**src/rtl/moving_average_pkg.sv**
```systemverilog
// Shared types and width helpers for the moving-average window filter.
// Latency: n/a (types and constant functions only).
// Backpressure: n/a.
package moving_average_pkg;

    // Run-time averaging mode: one output per input once primed, or one per window.
    typedef enum logic {
        MA_SLIDING = 1'b0,
        MA_BLOCK   = 1'b1
    } ma_mode_e;

    // Window occupancy state, derived from the fill count.
    typedef enum logic {
        ST_FILL = 1'b0,
        ST_FULL = 1'b1
    } ma_state_e;

    // Running-sum width: W samples of N bits can never overflow N+LOG2_WIN bits.
    function automatic int sum_width(input int n, input int log2_win);
        return n + log2_win;
    endfunction

    // Half an LSB of the shifted result, added before the shift for round-half-up.
    function automatic int round_term(input int log2_win);
        return (log2_win > 0) ? (1 << (log2_win - 1)) : 0;
    endfunction

endpackage

```
**src/rtl/ma_sample_ring.sv**
```systemverilog
// W x N sample ring with write pointer; presents the oldest sample (the one about to be overwritten).
// Latency: write takes effect on the clock edge; oldest_o is combinational from registers.
// Backpressure: none; clr_i wins over wr_en_i and zeroes every slot so oldest reads 0 while filling.
module ma_sample_ring #(
    parameter int N        = 16,
    parameter int LOG2_WIN = 2
) (
    input  logic          clk,
    input  logic          rst,
    input  logic          clr_i,
    input  logic          wr_en_i,
    input  logic [N-1:0]  wr_dat_i,
    output logic [N-1:0]  oldest_o
);

    localparam int W = 1 << LOG2_WIN;

    logic [N-1:0]          ring_q [W];
    logic [LOG2_WIN-1:0]   wr_ptr_q;
    logic [LOG2_WIN-1:0]   wr_ptr_d;

    // Pointer wraps naturally because its width is exactly log2 of the window.
    always_comb begin
        wr_ptr_d = wr_ptr_q + LOG2_WIN'(1);
    end

    // Zero the ring on reset or flush, otherwise store the new sample over the oldest.
    always_ff @(posedge clk) begin
        if (!rst || clr_i) begin
            wr_ptr_q <= '0;
            for (int i = 0; i < W; i++) begin
                ring_q[i] <= '0;
            end
        end else if (wr_en_i) begin
            ring_q[wr_ptr_q] <= wr_dat_i;
            wr_ptr_q         <= wr_ptr_d;
        end
    end

    assign oldest_o = ring_q[wr_ptr_q];

endmodule

```
**src/rtl/moving_average_window.sv**
```systemverilog
// Sliding / block moving-average filter over W = 2^LOG2_WIN unsigned samples, optional round-half-up.
// Latency: 1 cycle from the accepting edge to the isFiltered pulse; all outputs registered.
// Backpressure: none; every fit_data sample is taken unless clear or a mode change drops it.
module moving_average_window
    import moving_average_pkg::*;
#(
    parameter int N        = 16,
    parameter int LOG2_WIN = 2,
    parameter int ROUND    = 0
) (
    input  logic          clk,
    input  logic          rst,
    input  logic [N-1:0]  data_in,
    input  logic          fit_data,
    input  logic          mode,
    input  logic          clear,
    output logic          isFiltered,
    output logic [N-1:0]  data_out,
    output logic          primed
);

    localparam int              SW      = sum_width(N, LOG2_WIN);
    localparam int              CW      = LOG2_WIN + 1;
    localparam logic [CW-1:0]   WCNT    = CW'(1 << LOG2_WIN);
    localparam logic [SW:0]     RND_ADD = (SW + 1)'((ROUND != 0) ? round_term(LOG2_WIN) : 0);

    logic [SW-1:0]  sum_q;
    logic [CW-1:0]  cnt_q;
    ma_state_e      st_q;
    ma_mode_e       mode_q;
    logic [N-1:0]   data_out_q;
    logic           filt_q;
    logic           primed_q;

    logic [N-1:0]   oldest;
    logic [SW-1:0]  sum_acc;
    logic [CW-1:0]  cnt_acc;
    logic [SW:0]    rnd_sum;
    logic [N:0]     shifted;
    logic [N-1:0]   avg_res;
    logic           mode_chg;
    logic           win_done;
    logic           ring_clr;
    logic           ring_wr;

    ma_sample_ring #(
        .N        (N),
        .LOG2_WIN (LOG2_WIN)
    ) u_ring (
        .clk      (clk),
        .rst      (rst),
        .clr_i    (ring_clr),
        .wr_en_i  (ring_wr),
        .wr_dat_i (data_in),
        .oldest_o (oldest)
    );

    // Candidate sum/count for an accept, and the (optionally rounded, saturated) average.
    always_comb begin
        sum_acc  = sum_q + SW'(data_in) - SW'(oldest);
        cnt_acc  = (st_q == ST_FULL) ? WCNT : cnt_q + CW'(1);
        rnd_sum  = {1'b0, sum_acc} + RND_ADD;
        shifted  = (N + 1)'(rnd_sum >> LOG2_WIN);
        avg_res  = shifted[N] ? '1 : shifted[N-1:0];
        mode_chg = (mode != mode_q);
        win_done = fit_data && (cnt_acc == WCNT);
        // Flushes beat the write; a completed block also empties the ring on the same edge.
        ring_clr = clear || mode_chg || (win_done && (mode_q == MA_BLOCK));
        ring_wr  = fit_data && !clear && !mode_chg;
    end

    // Window state machine: priority reset > clear > mode change > accept.
    always_ff @(posedge clk) begin
        if (!rst) begin
            sum_q      <= '0;
            cnt_q      <= '0;
            st_q       <= ST_FILL;
            mode_q     <= MA_SLIDING;
            data_out_q <= '0;
            filt_q     <= 1'b0;
            primed_q   <= 1'b0;
        end else if (clear || mode_chg) begin
            // data_out is deliberately held across a flush.
            if (mode_chg) begin
                mode_q <= ma_mode_e'(mode);
            end
            sum_q    <= '0;
            cnt_q    <= '0;
            st_q     <= ST_FILL;
            filt_q   <= 1'b0;
            primed_q <= 1'b0;
        end else if (fit_data) begin
            if (win_done) begin
                data_out_q <= avg_res;
                filt_q     <= 1'b1;
                if (mode_q == MA_BLOCK) begin
                    sum_q    <= '0;
                    cnt_q    <= '0;
                    st_q     <= ST_FILL;
                    primed_q <= 1'b0;
                end else begin
                    sum_q    <= sum_acc;
                    cnt_q    <= cnt_acc;
                    st_q     <= ST_FULL;
                    primed_q <= 1'b1;
                end
            end else begin
                sum_q  <= sum_acc;
                cnt_q  <= cnt_acc;
                filt_q <= 1'b0;
            end
        end else begin
            filt_q <= 1'b0;
        end
    end

    assign isFiltered = filt_q;
    assign data_out   = data_out_q;
    assign primed     = primed_q;

endmodule

```
**config.mk**
```make
export PLATFORM = sky130hd
export DESIGN_NAME = moving_average_window
export DESIGN_NICKNAME = d
export VERILOG_FILES = /design/src/rtl/moving_average_pkg.sv /design/src/rtl/ma_sample_ring.sv /design/src/rtl/moving_average_window.sv
export SDC_FILE = /design/constraint.sdc
export NUM_CORES = 1
export LEC_CHECK = 0
export ABC_CLOCK_PERIOD_IN_PS = 3700
export CORE_ASPECT_RATIO = 1.4
export CORE_UTILIZATION = 58
export DETAILED_ROUTE_END_ITERATION = 10
export DONT_BUFFER_PORTS = 1
export PLACE_DENSITY = 0.76
export SLEW_MARGIN = 20
export SYNTH_ARGS = -nofsm -noshare
export SYNTH_HDL_FRONTEND = slang
export SYNTH_HIERARCHICAL = 1
export SYNTH_SLANG_ARGS = --single-unit
```
**constraint.sdc**
```tcl
create_clock -name clk -period 3.7 [get_ports clk]
set_input_delay 0.925 -clock clk [delete_from_list [all_inputs] [get_ports clk]]
set_output_delay 0.925 -clock clk [all_outputs]
set_load 0.03 [all_outputs]
```
==> metrics, run 1 <==
clock tree from TritonCTS=done; Port Buffers=0; number of antenna violations at the first check in global routing=0; number of distinct standard cells referenced by the synthesized netlist=56; Power Total=2.855 mW; clock slew at reported path FFs=0.07 ns; Hold Path Cell Cnt=2; Antenna Nets Post-Route=0; number of buffers inserted during clock tree synthesis=9; power per standard cell area=451.2 nW/µm²; summed area of non-filler cells in the final layout=6327 µm²; y dimension of the die=120.9 µm; worst path arrival time=3.87 ns; number of buffer and inverter stages on the critical path=2; final clock skew=0.008832 ns; fraction of synthesized cell area taken by the top area cell type=32.83%; routed length per instance=17.58 µm; GRT Util Overall=24.81%; maximum root-to-sink buffer count=2; final RePlAce weighted congestion=0.8747; final slew viol count=0; Placement Cell Area=5995 µm²; Post-Synthesis Net Count=609; list of most frequent post-synthesis cells=sky130_fd_sc_hd__nor2_1, sky130_fd_sc_hd__inv_1, sky130_fd_sc_hd__edfxtp_1; fill cell count=794; count of yosys warnings during synthesis=6; actual transition at the worst max-transition pin=0.8478 ns; endpoint of the most critical register-to-register path=data_out[11]$_SDFFE_PN0P_; antenna diode instance count=0; # Max-Cap Violations=0; class of the worst hold path=reg2reg; number of levels the H-tree was split into=3; non-filler instance count after layout=690; number of instances resized during post-cts repair=0; smallest setup slack after layout=0.1181 ns; number of synthesized register bits=108; IO Count=39; Leakage Power=2.515 nW; Die Area=10500 µm²; cell-by-cell listing of the critical path=buf_4 > mux4_2 > fa_1 > inv_1 > ha_1 > and4_1 > a21boi_2 > nor2_1 > o31a_1 > or4b_1 > nand3_1; fraction of final layout cells with drive strength greater than 1=11.53%; sink of the worst hold path=cnt_q[1]$_SDFFE_PP0P_; CP startpoint kind=flip-flop; accumulated negative setup slack=0 ns; R2R cell count=11; post-DP HPWL=8.482 mm; floorplan row count=43; total placed cells including tap cells=674; Slowest-stage cell, CP=sky130_fd_sc_hd__dfxtp_1; cell count after synthesis=553; dpl ws=0.03806 ns; Peak Freq=0.2792 GHz; Crit path largest cell delay=0.53 ns; kind of critical path=reg2reg; R2R setup slack=0.12 ns; worst path required time=3.99 ns; Synth-to-Final Area Change=8.102%; Top Family by Delay on Critical Path=simple AND/OR/NAND/NOR gates; drt initial violations=197; hold buffer count at CTS=0; main flop type after synthesis=sky130_fd_sc_hd__edfxtp_1; effective utilization at floorplan=59.45%; Area contributors post-synth=sky130_fd_sc_hd__edfxtp_1, sky130_fd_sc_hd__dfxtp_1, sky130_fd_sc_hd__mux4_2; number of enable flip-flop cells after synthesis=64; remaining global-route overflow=0; remaining design rule violation count=0; Crit Path Max Fanout=6; x dimension of the die=86.90 µm; number of hold violations in the final report=0; Post-Route Hold Slack=0.4662 ns; Std-Cell Core Area=9846 µm²; routed via count divided by cell count=5.703; startpoint of the most critical hold path=cnt_q[1]$_SDFFE_PP0P_; Post-CTS Setup Inserts=0; clock period minus final worst setup slack=3.582 ns; clock latency of the later-clocked register in the worst-skew pair=0.35 ns; share of the core filled with cells=64.26%; total routed wirelength=12.13 mm; vias in the first global route=3914; most frequently used cell type in the post-synthesis netlist=sky130_fd_sc_hd__nor2_1; relative slew slack=43.48%; CP endpoint kind=flip-flop; number of clock sinks seen by CTS=108; largest net degree at the start of global routing=49; average size of a mapped cell=10.58 µm²; share of the yosys chip area belonging to registers=47.88%; net count of the finished layout=606; Initial DRT Pass Iterations=5; count of endpoints failing setup in the final report=0; global-route wire length before repair=19.20 mm; Max VDD drop=294.4 µV; setup repair after global routing missed its margin=no; Async S/R FF share, synth=0%; result of the run=finished, final reports clean; final period utilization=96.81%; post-synth design cell area=5853 µm²; Root Driver=sky130_fd_sc_hd__clkbuf_16; vias after detailed routing=3935; cell taking the most area after synthesis=sky130_fd_sc_hd__edfxtp_1
worst max path at each step:
stage | from | slack (ns) | endpoint | depth (start not counted)
floorplan | flip-flop | 0.04 | data_out[14]$_SDFFE_PN0P_ | 12
global placement | flip-flop | 0.11 | data_out[14]$_SDFFE_PN0P_ | 11
detailed placement | flip-flop | 0.04 | data_out[14]$_SDFFE_PN0P_ | 11
CTS | flip-flop | 0.03 | data_out[14]$_SDFFE_PN0P_ | 11
global route | flip-flop | 0.02 | data_out[14]$_SDFFE_PN0P_ | 14
finish | flip-flop | 0.12 | data_out[11]$_SDFFE_PN0P_ | 11
power by group:
| part | internal [mW] | leakage, nW | switching, mW |
|---|---|---|---|
| combinational | 0.204 | 1.25 | 0.311 |
| clock | 0.594 | 0.153 | 0.426 |
| sequential | 1.31 | 1.11 | 0.0145 |
area by class of cell:
class,count,area [µm²],share of cell area [%]
flip-flops and latches,108,2804,44.31
clock inverters,6,85.08,1.345
multi-input cells,344,2645,41.80
inverters,72,270.3,4.271
clock buffers,10,229.0,3.619
repair buffers,15,125.1,1.977
well taps,135,168.9,2.670
cells in the final DEF (no fill, tap or decap), types with 3 or more instances in the layout:
cell type,instances
sky130_fd_sc_hd__a22oi_1,5
sky130_fd_sc_hd__nand2_1,50
sky130_fd_sc_hd__buf_4,14
sky130_fd_sc_hd__o211ai_1,3
sky130_fd_sc_hd__dfxtp_1,43
sky130_fd_sc_hd__and2_1,3
sky130_fd_sc_hd__inv_1,72
sky130_fd_sc_hd__fa_1,15
sky130_fd_sc_hd__nand2b_1,6
sky130_fd_sc_hd__nand3_1,15
sky130_fd_sc_hd__xnor2_1,12
sky130_fd_sc_hd__nor2_4,10
sky130_fd_sc_hd__mux2i_1,4
sky130_fd_sc_hd__a22o_1,9
sky130_fd_sc_hd__nor2b_1,10
sky130_fd_sc_hd__nor3_1,4
sky130_fd_sc_hd__mux4_2,16
sky130_fd_sc_hd__a21boi_0,3
sky130_fd_sc_hd__a21oi_1,19
sky130_fd_sc_hd__nor2_1,73
sky130_fd_sc_hd__clkbuf_16,9
sky130_fd_sc_hd__or4b_1,5
sky130_fd_sc_hd__nand4_1,6
sky130_fd_sc_hd__o2bb2ai_1,4
sky130_fd_sc_hd__ha_1,19
sky130_fd_sc_hd__edfxtp_1,64
sky130_fd_sc_hd__xor2_1,4
sky130_fd_sc_hd__a21o_1,5
sky130_fd_sc_hd__o21ai_0,10
registers in the layout (all words and copies together) (netlist names), named ones only:
register         cells
cnt_q                3
data_out            16
isFiltered           1
mode_q               1
primed               1
sum_q               18
u_ring/ring_q       64
u_ring/wr_ptr_q      2
metal layers:
layer  routed length, µm  global-route usage (%)  vias up
li1                    -                       -     1876
met1                4910                   30.49     1915
met2                6316                   42.13      123
met3                 629                   4.490       21
met4                 273                   11.25        0
met5                   0                       0        -
worst register-to-register path: cells and delay by family, from the launching register on:
kind	cells	cell delay, ns
and+or+nand+nor	4	0.94
adders and majority gates	2	0.87
AOI/OAI and AO/OA	2	0.57
DFF	1	0.53
muxes	1	0.33
buffers and inverters	2	0.27
cells by family after synthesis:
| logic type | count (synthesis) | share of synthesized area (%) |
|---|---|---|
| compound gates | 81 | 9.770 |
| xor+xnor | 16 | 2.394 |
| fa+ha+maj | 35 | 9.534 |
| buf+inv | 101 | 7.225 |
| flops | 108 | 47.88 |
| mux | 20 | 6.841 |
| simple gates | 192 | 16.35 |
Note: power is estimated with default switching activity, not from simulation.
==> inputs of run 2 (changes only) <==
CAP_MARGIN = 20   (was default)
CORE_ASPECT_RATIO = default   (was 1.4)
==> metrics, run 2 (synthesis gave the netlist of run 1 again) <==
global-route wire length before repair=19.55 mm (+1.8%); clock period minus final worst setup slack=3.561 ns (-0.02053 ns); GRT Util Overall=25.30% (+0.49 points); Antenna Nets Post-Route=0 (unchanged); net count of the finished layout=614 (+1.3%); IO Count=39 (unchanged); Leakage Power=2.481 nW (-1.4%); Slowest-stage cell, CP=sky130_fd_sc_hd__or4b_1; number of clock sinks seen by CTS=108 (unchanged); clock tree from TritonCTS=done; Peak Freq=0.2808 GHz (+0.58%); commonest non-fill, non-tap cells in the layout=sky130_fd_sc_hd__nor2_1, sky130_fd_sc_hd__inv_1, sky130_fd_sc_hd__edfxtp_1, sky130_fd_sc_hd__nand2_1, sky130_fd_sc_hd__dfxtp_1; x dimension of the die=102.5 µm (+18%); CP endpoint kind=flip-flop; # Max-Cap Violations=0 (unchanged); Port Buffers=0 (unchanged); drt initial violations=171 (-13%); final slew viol count=0 (unchanged); number of levels the H-tree was split into=3 (unchanged); result of the run=finished, final reports clean; register with the most flip-flops=u_ring/ring_q; total routed wirelength=12.21 mm (+0.67%); proportion of total power due to net switching=29.35% (+3.0 points); actual transition at the worst max-transition pin=0.8174 ns (-0.03042 ns); number of buffers inserted during clock tree synthesis=9 (unchanged); smallest setup slack after layout=0.1386 ns (+0.02053 ns); Crit Path Max Fanout=3 (-3); Die Area=10500 µm² (about the same); vias after detailed routing=3954 (+0.48%); class of the worst hold path=reg2reg; Crit path largest cell delay=0.52 ns (about the same); number of antenna violations at the first check in global routing=0 (unchanged); routed via count divided by cell count=5.689 (-0.24%); Initial DRT Pass Iterations=4 (-1); setup repair after global routing missed its margin=yes; clock slew at reported path FFs=0.11 ns (+0.04 ns); net switching component of the power=0.7395 mW (-1.6%); fraction of final layout cells with drive strength greater than 1=12.81% (+1.3 points); vias in the first global route=3942 (+0.72%); relative slew slack=45.38% (+1.9 points); maximum root-to-sink buffer count=2 (unchanged); remaining global-route overflow=0 (unchanged); dpl ws=0.06768 ns (+0.02962 ns); post-DP HPWL=8.864 mm (+4.5%); worst path arrival time=3.89 ns (+0.02 ns); P_int=1.780 mW (-15%); floorplan row count=36 (-16%); Power Total=2.519 mW (-12%); final period utilization=96.25% (-0.55 points); Flop pwr share=52.4% (+6.2 points); Max VDD drop=193.4 µV (-34%); power per standard cell area=405.1 nW/µm² (-10%); kind of critical path=reg2reg; clock latency of the later-clocked register in the worst-skew pair=0.38 ns (+0.03 ns); clock share of power=25.9% (-9.8 points); effective utilization at floorplan=59.88% (+0.43 points); Synth-to-Final Area Change=6.242%; most frequent standard cell in the layout excluding fill and tap cells=sky130_fd_sc_hd__nor2_1; max FFs per register=64 (unchanged); Std-Cell Core Area=9774 µm² (-0.72%); most used cell along the critical path=sky130_fd_sc_hd__fa_1; power share of the combinational group=21.7% (+3.7 points); routed length per instance=17.57 µm (about the same); y dimension of the die=102.5 µm (-15%); number of hold violations in the final report=0 (unchanged); count of endpoints failing setup in the final report=0 (unchanged); largest net degree at the start of global routing=49 (unchanged); final clock skew=0.01923 ns (+0.01040 ns); worst path required time=4.03 ns (+0.04 ns); Root Driver=sky130_fd_sc_hd__clkbuf_8; CP startpoint kind=flip-flop; cell-by-cell listing of the critical path=buf_4 > mux4_2 > fa_1 > fa_1 > and2b_1 > o31a_1 > o21ai_1 > a21oi_2 > a41oi_2 > or4b_1 > nand3_1; final RePlAce weighted congestion=0.9332 (+6.7%); antenna diode instance count=0 (unchanged); hold buffer count at CTS=0 (unchanged); remaining design rule violation count=0 (unchanged)
==> run 2: cell count changes in the layout (fill, tap and decap cells not counted), moves of 2 or more <==
| cell | delta |
|---|---|
| sky130_fd_sc_hd__clkbuf_8 | +9 |
| sky130_fd_sc_hd__clkbuf_16 | -9 |
| sky130_fd_sc_hd__bufinv_16 | -2 |
| sky130_fd_sc_hd__clkinv_1 | -2 |
| sky130_fd_sc_hd__buf_4 | +8 |
==> run 2: layer usage <==
layer	global-route usage, %	vias up	part of all wire (%)
met1	33.03	1931	43
met4	9.890	0	1.5
met5	0	-	0
met2	41.44	120	49
li1	-	1886	-
met3	5.267	17	6.0
==> run 2: layout make-up <==
type | instances | area (µm²)
timing repair buffer | 23 | 180.2
fill | 772 | 3556
inverter | 72 | 270.3
tap | 133 | 166.4
multi-input combinational | 344 | 2631
sequential | 108 | 2805
clock inverter | 5 | 37.54
clock buffer | 10 | 127.6
==> run 2: power by group through the flow <==
stage / registers [mW] / clock network (mW) / logic (mW)
after global placement: 1.35 / 0 / 0.518
after global routing: 1.32 / 0.707 / 0.605
after detailed placement: 1.35 / 0 / 0.530
after floorplan: 1.34 / 0 / 0.392
after CTS: 1.32 / 0.660 / 0.533
final: 1.32 / 0.652 / 0.547
==> run 2: path summary, 6_finish.rpt <==
| kind | start | to | slack (ns) | depth (start not counted) |
|---|---|---|---|---|
| worst min register to register | cnt_q[1]$_SDFFE_PP0P_ | cnt_q[1]$_SDFFE_PP0P_ | 0.47 | 2 |
| worst max register to register | flip-flop | data_out[14]$_SDFFE_PN0P_ | 0.14 | 11 |
| worst min-delay path | cnt_q[1]$_SDFFE_PP0P_ | cnt_q[1]$_SDFFE_PP0P_ | 0.47 | 2 |
| worst max-delay path | flip-flop | data_out[14]$_SDFFE_PN0P_ | 0.14 | 11 |
==> run 2: stage by stage <==
stage	area (µm²)	hold WS [ns]	setup TNS [ns]	std cells	utilization, %
after floorplan	5853	0.4411	0	553	-
after detailed placement	6025	0.4582	0	678	61.64
after CTS	6190	0.4726	0	693	63.33
after global placement	6025	0.4546	0	678	61.64
final	6218	0.4723	0	695	63.62
after global routing	6218	0.5150	-0.01948	695	63.62
==> run 2: what timing repair did <==
item | 4_1_cts | 5_1_grt
buffers inserted | 0 | 2
endpoints found under the setup margin | 0 | 7
resized for setup | 0 | 5
==> run 2: worst max-delay path, delay by kind of cell, from the launching register on <==
family          cells  cell delay (ns)
fa+ha+maj           2             0.97
simple gates        3             0.83
compound gates      4             0.72
mux                 1             0.51
flops               1             0.36
buf+inv             1             0.14
==> inputs of run 3 (changes only) <==
RECOVER_POWER = 50   (was default)
SKIP_CTS_REPAIR_TIMING = 1   (was default)
SLEW_MARGIN = default   (was 20)
==> metrics, run 3 (synthesis gave the netlist of run 1 again) <==
actual transition at the worst max-transition pin=0.8174 ns (unchanged); P_int=1.780 mW (about the same); antenna diode instance count=0 (unchanged); max FFs per register=64 (unchanged); x dimension of the die=102.5 µm (unchanged); final RePlAce weighted congestion=0.9332 (unchanged); y dimension of the die=102.5 µm (unchanged); CP endpoint kind=flip-flop; cell-by-cell listing of the critical path=buf_4 > mux4_2 > fa_1 > fa_1 > and2b_1 > o31a_1 > o21ai_1 > a21oi_2 > a41oi_2 > or4b_1 > nand3_1; uppermost metal layer occupied by signal nets=met4; routed length per instance=17.56 µm (about the same); net count of the finished layout=614 (unchanged); Initial DRT Pass Iterations=5 (+1); fraction of final layout cells with drive strength greater than 1=12.81% (unchanged); Port Buffers=0 (unchanged); Peak Freq=0.2807 GHz (about the same); smallest setup slack after layout=0.1377 ns (-0.0008900 ns); post-DP HPWL=8.864 mm (unchanged); Leakage Power=2.480 nW (about the same); global-route wire length before repair=19.55 mm (unchanged); Slowest-stage cell, CP=sky130_fd_sc_hd__or4b_1; final slew viol count=0 (unchanged); Hold Path Cell Cnt=2 (unchanged); share of the core filled with cells=63.62% (unchanged); R2R setup slack=0.14 ns (about the same); commonest non-fill, non-tap cells in the layout=sky130_fd_sc_hd__nor2_1, sky130_fd_sc_hd__inv_1, sky130_fd_sc_hd__edfxtp_1, sky130_fd_sc_hd__nand2_1, sky130_fd_sc_hd__dfxtp_1; remaining global-route overflow=0 (unchanged); worst path required time=4.03 ns (about the same); most used cell along the critical path=sky130_fd_sc_hd__fa_1; sink of the worst hold path=cnt_q[1]$_SDFFE_PP0P_; remaining design rule violation count=0 (unchanged); startpoint of the most critical hold path=cnt_q[1]$_SDFFE_PP0P_; Max VDD drop=193.4 µV (about the same); IO Count=39 (unchanged); number of levels the H-tree was split into=3 (unchanged); CP startpoint kind=flip-flop; clock latency of the later-clocked register in the worst-skew pair=0.38 ns (about the same); clock share of power=25.9% (about the same); post-route met1 wirelength=5.248 mm (-0.38%); worst path arrival time=3.89 ns (about the same); number of hold violations in the final report=0 (unchanged); number of buffers inserted during clock tree synthesis=9 (unchanged); met3 layer wire length in the routed design=757 µm (+2.6%); Synth-to-Final Area Change=6.242% (unchanged); Die Area=10500 µm² (unchanged); most frequent standard cell in the layout excluding fill and tap cells=sky130_fd_sc_hd__nor2_1; vias in the first global route=3942 (unchanged); relative slew slack=45.38% (unchanged); setup repair after global routing missed its margin=yes; final clock skew=0.01950 ns (+0.0002618 ns); maximum root-to-sink buffer count=2 (unchanged); Crit path largest cell delay=0.52 ns (about the same); number of antenna violations at the first check in global routing=0 (unchanged); met2 layer wire length in the routed design=6.010 mm (about the same); GRT Util Overall=25.30% (unchanged); R2R cell count=11 (unchanged); class of the worst hold path=reg2reg; count of endpoints failing setup in the final report=0 (unchanged); Flop pwr share=52.4% (about the same); effective utilization at floorplan=59.88% (unchanged); proportion of total power due to net switching=29.38% (+0.031 points); accumulated negative setup slack=0 ns (unchanged); # Max-Cap Violations=0 (unchanged); Std-Cell Core Area=9774 µm² (unchanged); vias after detailed routing=3966 (+0.30%); Crit Path Max Fanout=3 (unchanged); clock period minus final worst setup slack=3.562 ns (+0.0008900 ns); Root Driver=sky130_fd_sc_hd__clkbuf_8; dpl ws=0.06768 ns (unchanged); register with the most flip-flops=u_ring/ring_q; largest net degree at the start of global routing=49 (unchanged); final period utilization=96.28% (about the same); net switching component of the power=0.7406 mW (+0.15%); number of clock sinks seen by CTS=108 (unchanged); drt initial violations=170 (-0.58%); power per standard cell area=405.3 nW/µm² (about the same); kind of critical path=reg2reg; power share of the combinational group=21.8% (about the same); total routed wirelength=12.21 mm (about the same); result of the run=finished, final reports clean; clock tree from TritonCTS=done; endpoint of the most critical register-to-register path=data_out[14]$_SDFFE_PN0P_; routed via count divided by cell count=5.706 (+0.30%); clock slew at reported path FFs=0.11 ns (about the same); floorplan row count=36 (unchanged); Antenna Nets Post-Route=0 (unchanged)
## run 3: how the worst max path moves through the flow
stage / startpoint / to / slack [ns] / cells after the start
floorplan: flip-flop / data_out[14]$_SDFFE_PN0P_ / 0.04 / 12
global placement: flip-flop / data_out[10]$_SDFFE_PN0P_ / 0.15 / 13
finish: flip-flop / data_out[14]$_SDFFE_PN0P_ / 0.14 / 11
CTS: flip-flop / data_out[14]$_SDFFE_PN0P_ / 0.08 / 13
detailed placement: flip-flop / data_out[10]$_SDFFE_PN0P_ / 0.07 / 13
global route: flip-flop / data_out[14]$_SDFFE_PN0P_ / -0.02 / 14
## run 3: power by group through the flow
stage / Clock [mW] / Combinational (mW) / Sequential, mW
floorplan: 0 / 0.392 / 1.34
detailed placement: 0 / 0.530 / 1.35
finish: 0.652 / 0.548 / 1.32
CTS: 0.660 / 0.533 / 1.32
global route: 0.707 / 0.605 / 1.32
global placement: 0 / 0.518 / 1.35
## run 3: per-stage QoR
stage / std cells / area [µm²] / hold slack [ns] / power [mW]
final: 695 / 6218 / 0.4723 / 2.520
after global routing: 695 / 6218 / 0.5150 / 2.636
after CTS: 693 / 6190 / 0.4726 / 2.513
after detailed placement: 678 / 6025 / 0.4582 / 1.877
after global placement: 678 / 6025 / 0.4546 / 1.863
after floorplan: 553 / 5853 / 0.4411 / 1.733
## run 3: layer usage
metal  GRT usage (%)  vias to the layer above
li1                -                     1886
met1           33.03                     1937
met2           41.44                      126
met3           5.267                       17
met4           9.890                        0
met5               0                        -
## run 3: cell type report
class                   instances  area (µm²)
well taps                     133       166.4
clock buffers                  10       127.6
inverters                      72       270.3
clock inverters                 5       37.54
multi-input cells             344        2631
repair buffers                 23       180.2
fillers                       772        3556
flip-flops and latches        108        2805
## run 3: critical path, delay by kind of cell, from the launching register on
kind | cells | cell delay (ns)
adders and majority gates | 2 | 0.97
DFF | 1 | 0.36
AOI/OAI and AO/OA | 4 | 0.72
buffers and inverters | 1 | 0.14
muxes | 1 | 0.51
and+or+nand+nor | 3 | 0.83
